==> config.mk <==
export PLATFORM = sky130hd
export DESIGN_NAME = vlg_echo
export DESIGN_NICKNAME = d
export VERILOG_FILES = /design/src/rtl/vlg_echo_pkg.sv /design/src/rtl/vlg_sync_edge.sv /design/src/rtl/vlg_echo.sv
export SDC_FILE = /design/constraint.sdc
export NUM_CORES = 1
export LEC_CHECK = 0
export ABC_AREA = 1
export ABC_CLOCK_PERIOD_IN_PS = 3100
export BUFFER_PORTS_ARGS = -buffer_cell sky130_fd_sc_hd__buf_4
export CORE_MARGIN = 4
export CORE_UTILIZATION = 63
export CTS_CLUSTER_DIAMETER = 150
export DETAILED_ROUTE_END_ITERATION = 16
export GPL_TIMING_DRIVEN = 0
export PLACE_DENSITY = 0.91
export SYNTH_ARGS = -nofsm -noshare
export SYNTH_HDL_FRONTEND = slang
export SYNTH_SLANG_ARGS = --single-unit
==> constraint.sdc <==
create_clock -name i_clk -period 3.1 [get_ports i_clk]
set_input_delay 0.93 -clock i_clk [delete_from_list [all_inputs] [get_ports i_clk]]
set_output_delay 0.93 -clock i_clk [all_outputs]
set_load 0.005 [all_outputs]
==> src/rtl/vlg_echo_pkg.sv <==
// Shared definitions for the ultrasonic echo receiver.
//   - Default timing constants: microseconds per centimetre and the
//     abandon threshold.
//   - Default counter widths.
//   - Measurement FSM state encoding.
package vlg_echo_pkg;

  localparam int unsigned C_US_PER_CM  = 58;     // round-trip sound time per cm
  localparam int unsigned C_TIMEOUT_US = 38000;  // echo-high time that abandons a measurement
  localparam int unsigned C_US_W       = 16;     // microsecond counter width
  localparam int unsigned C_CM_W       = 10;     // centimetre counter width

  typedef enum logic [1:0] {
    ST_IDLE     = 2'd0,  // waiting for the echo rising edge
    ST_MEASURE  = 2'd1,  // counting microseconds and centimetres
    ST_WAIT_LOW = 2'd2   // abandoned pulse: wait for the pin to return low
  } echo_state_t;

endpackage

==> src/rtl/vlg_sync_edge.sv <==
// Two-flop synchronizer with rise/fall detection for an asynchronous pin.
//   i_clk    : system clock
//   i_rst_n  : asynchronous active-low reset
//   i_async  : raw asynchronous input
//   o_level  : synchronized level (second synchronizer flop)
//   o_rise   : one-cycle pulse on a synchronized 0->1 transition
//   o_fall   : one-cycle pulse on a synchronized 1->0 transition
// Edges are reported only once the delayed copy holds a real sample, so a
// pin that is already high when reset releases does not look like a rise.
module vlg_sync_edge (
  input  logic i_clk,
  input  logic i_rst_n,
  input  logic i_async,
  output logic o_level,
  output logic o_rise,
  output logic o_fall
);

  logic       r_s1;
  logic       r_s2;
  logic       r_d;
  logic [2:0] r_vld;  // fills with ones as s1, s2 and d take real samples

  // NOTE: clocked state uses non-blocking assignments so every flop samples
  // the pre-edge value of its neighbour and the chain shifts by one stage.
  always_ff @(posedge i_clk or negedge i_rst_n) begin
    if (!i_rst_n) begin
      r_s1  <= 1'b0;
      r_s2  <= 1'b0;
      r_d   <= 1'b0;
      r_vld <= '0;
    end else begin
      r_s1  <= i_async;
      r_s2  <= r_s1;
      r_d   <= r_s2;
      r_vld <= {r_vld[1:0], 1'b1};
    end
  end

  assign o_level = r_s2;
  assign o_rise  = r_vld[2] &  r_s2 & ~r_d;
  assign o_fall  = r_vld[2] & ~r_s2 &  r_d;

endmodule

==> src/rtl/vlg_echo.sv <==
// Ultrasonic echo receiver: measures the echo pulse width in microseconds
// and converts it to centimetres while counting (one cm every P_US_PER_CM
// ticks), so no divider is needed.
//   i_clk     : system clock
//   i_rst_n   : asynchronous active-low reset
//   i_clk_en  : one-cycle 1 us tick
//   i_echo    : raw asynchronous echo pin
//   o_echo_us : last valid pulse width in us
//   o_dist_cm : last valid distance in cm (truncated)
//   o_valid   : one-cycle pulse when o_echo_us/o_dist_cm update
//   o_timeout : one-cycle pulse when a measurement is abandoned
module vlg_echo
  import vlg_echo_pkg::*;
#(
  parameter int unsigned P_US_PER_CM  = C_US_PER_CM,
  parameter int unsigned P_TIMEOUT_US = C_TIMEOUT_US,
  parameter int unsigned P_US_W       = C_US_W,
  parameter int unsigned P_CM_W       = C_CM_W
) (
  input  logic              i_clk,
  input  logic              i_rst_n,
  input  logic              i_clk_en,
  input  logic              i_echo,
  output logic [P_US_W-1:0] o_echo_us,
  output logic [P_CM_W-1:0] o_dist_cm,
  output logic              o_valid,
  output logic              o_timeout
);

  localparam int unsigned L_SUB_W = $clog2(P_US_PER_CM);

  echo_state_t         r_state;
  logic [P_US_W-1:0]   r_us_cnt;
  logic [L_SUB_W-1:0]  r_sub_cnt;  // ticks into the current centimetre
  logic [P_CM_W-1:0]   r_cm_cnt;
  logic [P_US_W-1:0]   r_echo_us;
  logic [P_CM_W-1:0]   r_dist_cm;
  logic                r_valid;
  logic                r_timeout;

  logic w_level;
  logic w_rise;
  logic w_fall;

  vlg_sync_edge u_sync_edge (
    .i_clk   (i_clk),
    .i_rst_n (i_rst_n),
    .i_async (i_echo),
    .o_level (w_level),
    .o_rise  (w_rise),
    .o_fall  (w_fall)
  );

  always_ff @(posedge i_clk or negedge i_rst_n) begin
    if (!i_rst_n) begin
      r_state   <= ST_IDLE;
      r_us_cnt  <= '0;
      r_sub_cnt <= '0;
      r_cm_cnt  <= '0;
      r_echo_us <= '0;
      r_dist_cm <= '0;
      r_valid   <= 1'b0;
      r_timeout <= 1'b0;
    end else begin
      r_valid   <= 1'b0;
      r_timeout <= 1'b0;
      case (r_state)
        ST_IDLE: begin
          if (w_rise) begin
            r_us_cnt  <= '0;
            r_sub_cnt <= '0;
            r_cm_cnt  <= '0;
            r_state   <= ST_MEASURE;
          end
        end
        ST_MEASURE: begin
          // Priority: fall, then timeout, then tick. A tick coinciding with
          // the fall is dropped; a fall at the threshold still reports.
          if (w_fall) begin
            r_echo_us <= r_us_cnt;
            r_dist_cm <= r_cm_cnt;
            r_valid   <= 1'b1;
            r_state   <= ST_IDLE;
          end else if (w_level && (r_us_cnt == P_US_W'(P_TIMEOUT_US))) begin
            r_timeout <= 1'b1;
            r_state   <= ST_WAIT_LOW;
          end else if (i_clk_en) begin
            r_us_cnt <= r_us_cnt + P_US_W'(1);
            if (r_sub_cnt == L_SUB_W'(P_US_PER_CM - 1)) begin
              r_sub_cnt <= '0;
              r_cm_cnt  <= r_cm_cnt + P_CM_W'(1);
            end else begin
              r_sub_cnt <= r_sub_cnt + L_SUB_W'(1);
            end
          end
        end
        ST_WAIT_LOW: begin
          if (!w_level) begin
            r_state <= ST_IDLE;
          end
        end
        default: r_state <= ST_IDLE;
      endcase
    end
  end

  assign o_echo_us = r_echo_us;
  assign o_dist_cm = r_dist_cm;
  assign o_valid   = r_valid;
  assign o_timeout = r_timeout;

endmodule

==> reports/results.txt <==
Placed inst area -> 3650 sq um
Library cell with the largest summed area after synthesis -> sky130_fd_sc_hd__dfrtp_1
Family of cells with the greatest summed delay on the critical path -> simple AND/OR/NAND/NOR gates
Overall global routing resource usage -> 27.8%
Slack of the worst reg-to-reg path -> 1170 ps
Class of the most critical hold timing path -> flip-flop to flip-flop
WL per Instance -> 15.2 um
Hold Path Depth -> 0
Cell row count -> 26
Area fraction in compound gates after synthesis -> 9.28%
Register bit total from synthesis -> 68
Multiplexer fraction of the synthesized cell area -> 0%
Mapped Nets -> 429
Top FF cell, synth -> sky130_fd_sc_hd__dfrtp_1
Number of distinct library cells after synthesis -> 27
Number of nets in the layout -> 471
Y dimension of the die -> 80.7 um
Via count of the first global-routing pass -> 2939
Post-CTS Hold Buffers -> 0
Hold endpoint -> u_sync_edge.o_level
Transition time of the tightest slew-check pin -> 834 ps
Pwr/cell area -> 671 nW/um^2
Number of cells upsized or downsized after cts -> 0
Launch point of the worst hold path -> u_sync_edge.r_s1
Setup skew after layout -> 7.03 ps
Initial standard-cell utilization of the core -> 65.2%
First-pass iteration count of the detailed router -> 6
Max Cap Viol -> 0
First-pass GRT wire length -> 13700 um
Slowest-stage cell, CP -> sky130_fd_sc_hd__dfrtp_1
Cells after Synth -> 420
Biggest fanout along the worst timing path -> 10
CTS tree -> yes
Final critical-path required period -> 1930 ps
Setup tns final -> 0 ps
Total standard cell area after synthesis -> 3330 sq um
Total half-perimeter wirelength after legalization and detailed placement -> 5530 um
Overflow left after global routing -> 0
Critical path capture point type -> flip-flop
Cell breakdown of the critical path -> inv_1 > ha_1 > nand2_1 > inv_1 > nand2_1 > nor2_1 > nand3_1 > nand2_4 > buf_2 > nand2_1 > o21ai_0
Inserted Clock Buffers -> 9
Post-synthesis share of cell area spent on and, or, nand and nor gates -> 28.8%
Slew Limit Fails -> 0
Port bufs -> 31
Maximum vdd ir drop -> 398 uV
Total setup violations reported at the end of the flow -> 0
Core area -> 5110 sq um
Remaining DRCs -> 0
Share of the yosys chip area belonging to registers -> 51.1%
Area Growth Syn to Fin -> 16.4%
Worst reg2reg startpoint -> r_us_cnt[0]
Number of synthesis warnings -> 0
Depth of the CTS H-tree -> 3
Post-synthesis async set-or-reset flop share -> 100%
Total routed wirelength -> 8170 um
Outcome -> finished clean
Top cell type's share of synthesized area -> 51.1%
Leading post-synthesis cells by cell area -> sky130_fd_sc_hd__dfrtp_1 (51%), sky130_fd_sc_hd__nand2_1 (15%), sky130_fd_sc_hd__o21ai_0 (5.7%), sky130_fd_sc_hd__nand3_1 (5.1%), sky130_fd_sc_hd__inv_1 (4.6%)
Final ANT Viol Nets -> 0
Detail-routed via count per cell -> 5.74
Area enclosed by the die boundary -> 6510 sq um
Number of buffers inserted to repair setup after CTS -> 0
Slowest Stage Delay on Critical Path -> 450 ps
Antenna violations before repair -> 0
Clock Tree Root -> sky130_fd_sc_hd__clkbuf_8
Horizontal die dimension -> 80.7 um
Endpoint of the most critical register-to-register path -> r_us_cnt[14]
Mean post-synth cell area -> 7.93 sq um
Ant diodes -> 0
EDFF count, synth -> 0
Fraction of the core area covered by cells at the end of the flow -> 75.9%
Crit share post-route -> 62.4%
CTS sink cnt -> 68
R2R depth -> 11
WS Path Type -> flip-flop to flip-flop
RSZ-0062 raised after global routing -> no
Share of synthesized cell area in full adder, half adder and majority cells -> 1.88%
Crit path DAT -> 2190 ps
Achievable Freq -> 517 MHz
Number of primary I/O pins -> 32
Clock-pin slew of the registers on the worst-case setup and hold paths -> 80 ps
Clk buf depth -> 2
Leakage -> 1.84 nW
Gpl congestion -> 0.956
Data required time at the worst endpoint -> 3350 ps
Maximum number of pins on one net before global-route repair -> 69
Largest family of logic cells by synthesized area -> simple AND/OR/NAND/NOR gates
Most used cell, CP -> sky130_fd_sc_hd__nand2_1
Buffers & Inverters on Critical Path -> 3
Routed via count -> 3085
Xor and xnor fraction of the mapped netlist area -> 1.84%
Ratio of cells with drive above 1 in the final layout -> 13.7%
Clock latency of the later-clocked register in the worst-skew pair -> 350 ps
Launching element type of the critical path -> flip-flop
1st-iter DRT viols -> 485
Final design instance area without fill -> 3880 sq um
Hold Vio Cnt, Final -> 0
Slew Limit Headroom -> 44.4%
==> worst register-to-register path, stage by stage (launching register included) <==
cell	delay, ps
sky130_fd_sc_hd__dfrtp_1	450
sky130_fd_sc_hd__inv_1	130
sky130_fd_sc_hd__ha_1	150
sky130_fd_sc_hd__nand2_1	50
sky130_fd_sc_hd__inv_1	60
sky130_fd_sc_hd__nand2_1	50
sky130_fd_sc_hd__nor2_1	170
sky130_fd_sc_hd__nand3_1	180
sky130_fd_sc_hd__nand2_4	150
sky130_fd_sc_hd__buf_2	260
sky130_fd_sc_hd__nand2_1	100
sky130_fd_sc_hd__o21ai_0	90
==> layout make-up <==
cell class | count | area [sq um]
Sequential cell | 68 | 1700
Multi-Input combinational cell | 295 | 1400
Fill cell | 355 | 1230
Timing Repair Buffer | 31 | 233
Inverter | 44 | 168
Clock buffer | 11 | 141
Tap cell | 70 | 87.6
Clock inverter | 5 | 85.1
Buffer | 13 | 65.1
==> worst max path at each step <==
stage	to	slack, ps	cells past startpoint	startpoint
2_1_floorplan	r_sub_cnt[3]	1290	9	i_clk_en
3_3_place_gp	r_sub_cnt[3]	1040	10	i_clk_en
3_5_place_dp	r_sub_cnt[3]	990	10	i_clk_en
4_1_cts	r_us_cnt[14]	1230	11	r_us_cnt[0]
5_1_grt	r_us_cnt[0]	1080	11	r_us_cnt[0]
6_report	r_us_cnt[14]	1170	11	r_us_cnt[0]
==> per-stage QoR <==
stage                     worst slack (ps)  total power [mW]  hold WS [ps]  std cells
final                                 1170              2.60           351        537
after global routing                  1080              2.74           363        537
after CTS                             1230              2.60           353        537
after detailed placement               993              1.78           335        521
after global placement                1040              1.75           332        521
after floorplan                       1290              1.52           331        420
==> cells by family after synthesis <==
kind of cell / Yosys count
flops: 68
buf+inv: 57
other cells: 1
simple gates: 222
fa+ha+maj: 5
compound gates: 60
xor+xnor: 7
==> synth_stat cells (2+ instances only) <==
cell	n
sky130_fd_sc_hd__inv_1	41
sky130_fd_sc_hd__nand3_1	34
sky130_fd_sc_hd__or2_2	2
sky130_fd_sc_hd__clkbuf_1	5
sky130_fd_sc_hd__o21ai_0	38
sky130_fd_sc_hd__dfrtp_1	68
sky130_fd_sc_hd__o21ai_1	17
sky130_fd_sc_hd__inv_2	2
sky130_fd_sc_hd__nor2_4	2
sky130_fd_sc_hd__nor3_1	3
sky130_fd_sc_hd__nand4_1	13
sky130_fd_sc_hd__a21oi_1	2
sky130_fd_sc_hd__nor2_1	35
sky130_fd_sc_hd__buf_2	7
sky130_fd_sc_hd__nand2_1	130
sky130_fd_sc_hd__xnor2_1	2
sky130_fd_sc_hd__ha_1	5
sky130_fd_sc_hd__xor2_1	5
==> registers in the layout (all words and copies together) (netlist names) <==
signal / cells
o_echo_us: 16
r_us_cnt: 16
o_dist_cm: 10
r_cm_cnt: 10
r_sub_cnt: 6
u_sync_edge.r_vld: 3
r_state: 2
o_timeout: 1
o_valid: 1
u_sync_edge.o_level: 1
u_sync_edge.r_d: 1
u_sync_edge.r_s1: 1
==> layout by cell type, fill, tap and decap left out, types with 6 or more instances in the layout <==
master / n
sky130_fd_sc_hd__nand3_1: 34
sky130_fd_sc_hd__dfrtp_1: 68
sky130_fd_sc_hd__o21ai_0: 38
sky130_fd_sc_hd__nand2_1: 130
sky130_fd_sc_hd__buf_4: 31
sky130_fd_sc_hd__clkbuf_8: 10
sky130_fd_sc_hd__nand4_1: 13
sky130_fd_sc_hd__o21ai_1: 17
sky130_fd_sc_hd__nor2_1: 35
sky130_fd_sc_hd__clkbuf_1: 6
sky130_fd_sc_hd__inv_1: 41
sky130_fd_sc_hd__buf_2: 7
==> where the power goes <==
group	internal, mW	switching, mW	total [mW]
registers	0.986	0.0856	1.07
clock network	0.478	0.341	0.819
logic	0.226	0.487	0.713
==> layer usage <==
metal	GRT usage, %	vias to the layer above	part of all wire, %	routed length [um]
met2	44.5	149	48	3910
met4	14.5	0	4.1	335
met3	8.18	43	8.9	731
met1	33.9	1459	39	3200
met5	0	-	0	0
li1	-	1434	-	-
Note: power is estimated with default switching activity, not from simulation.
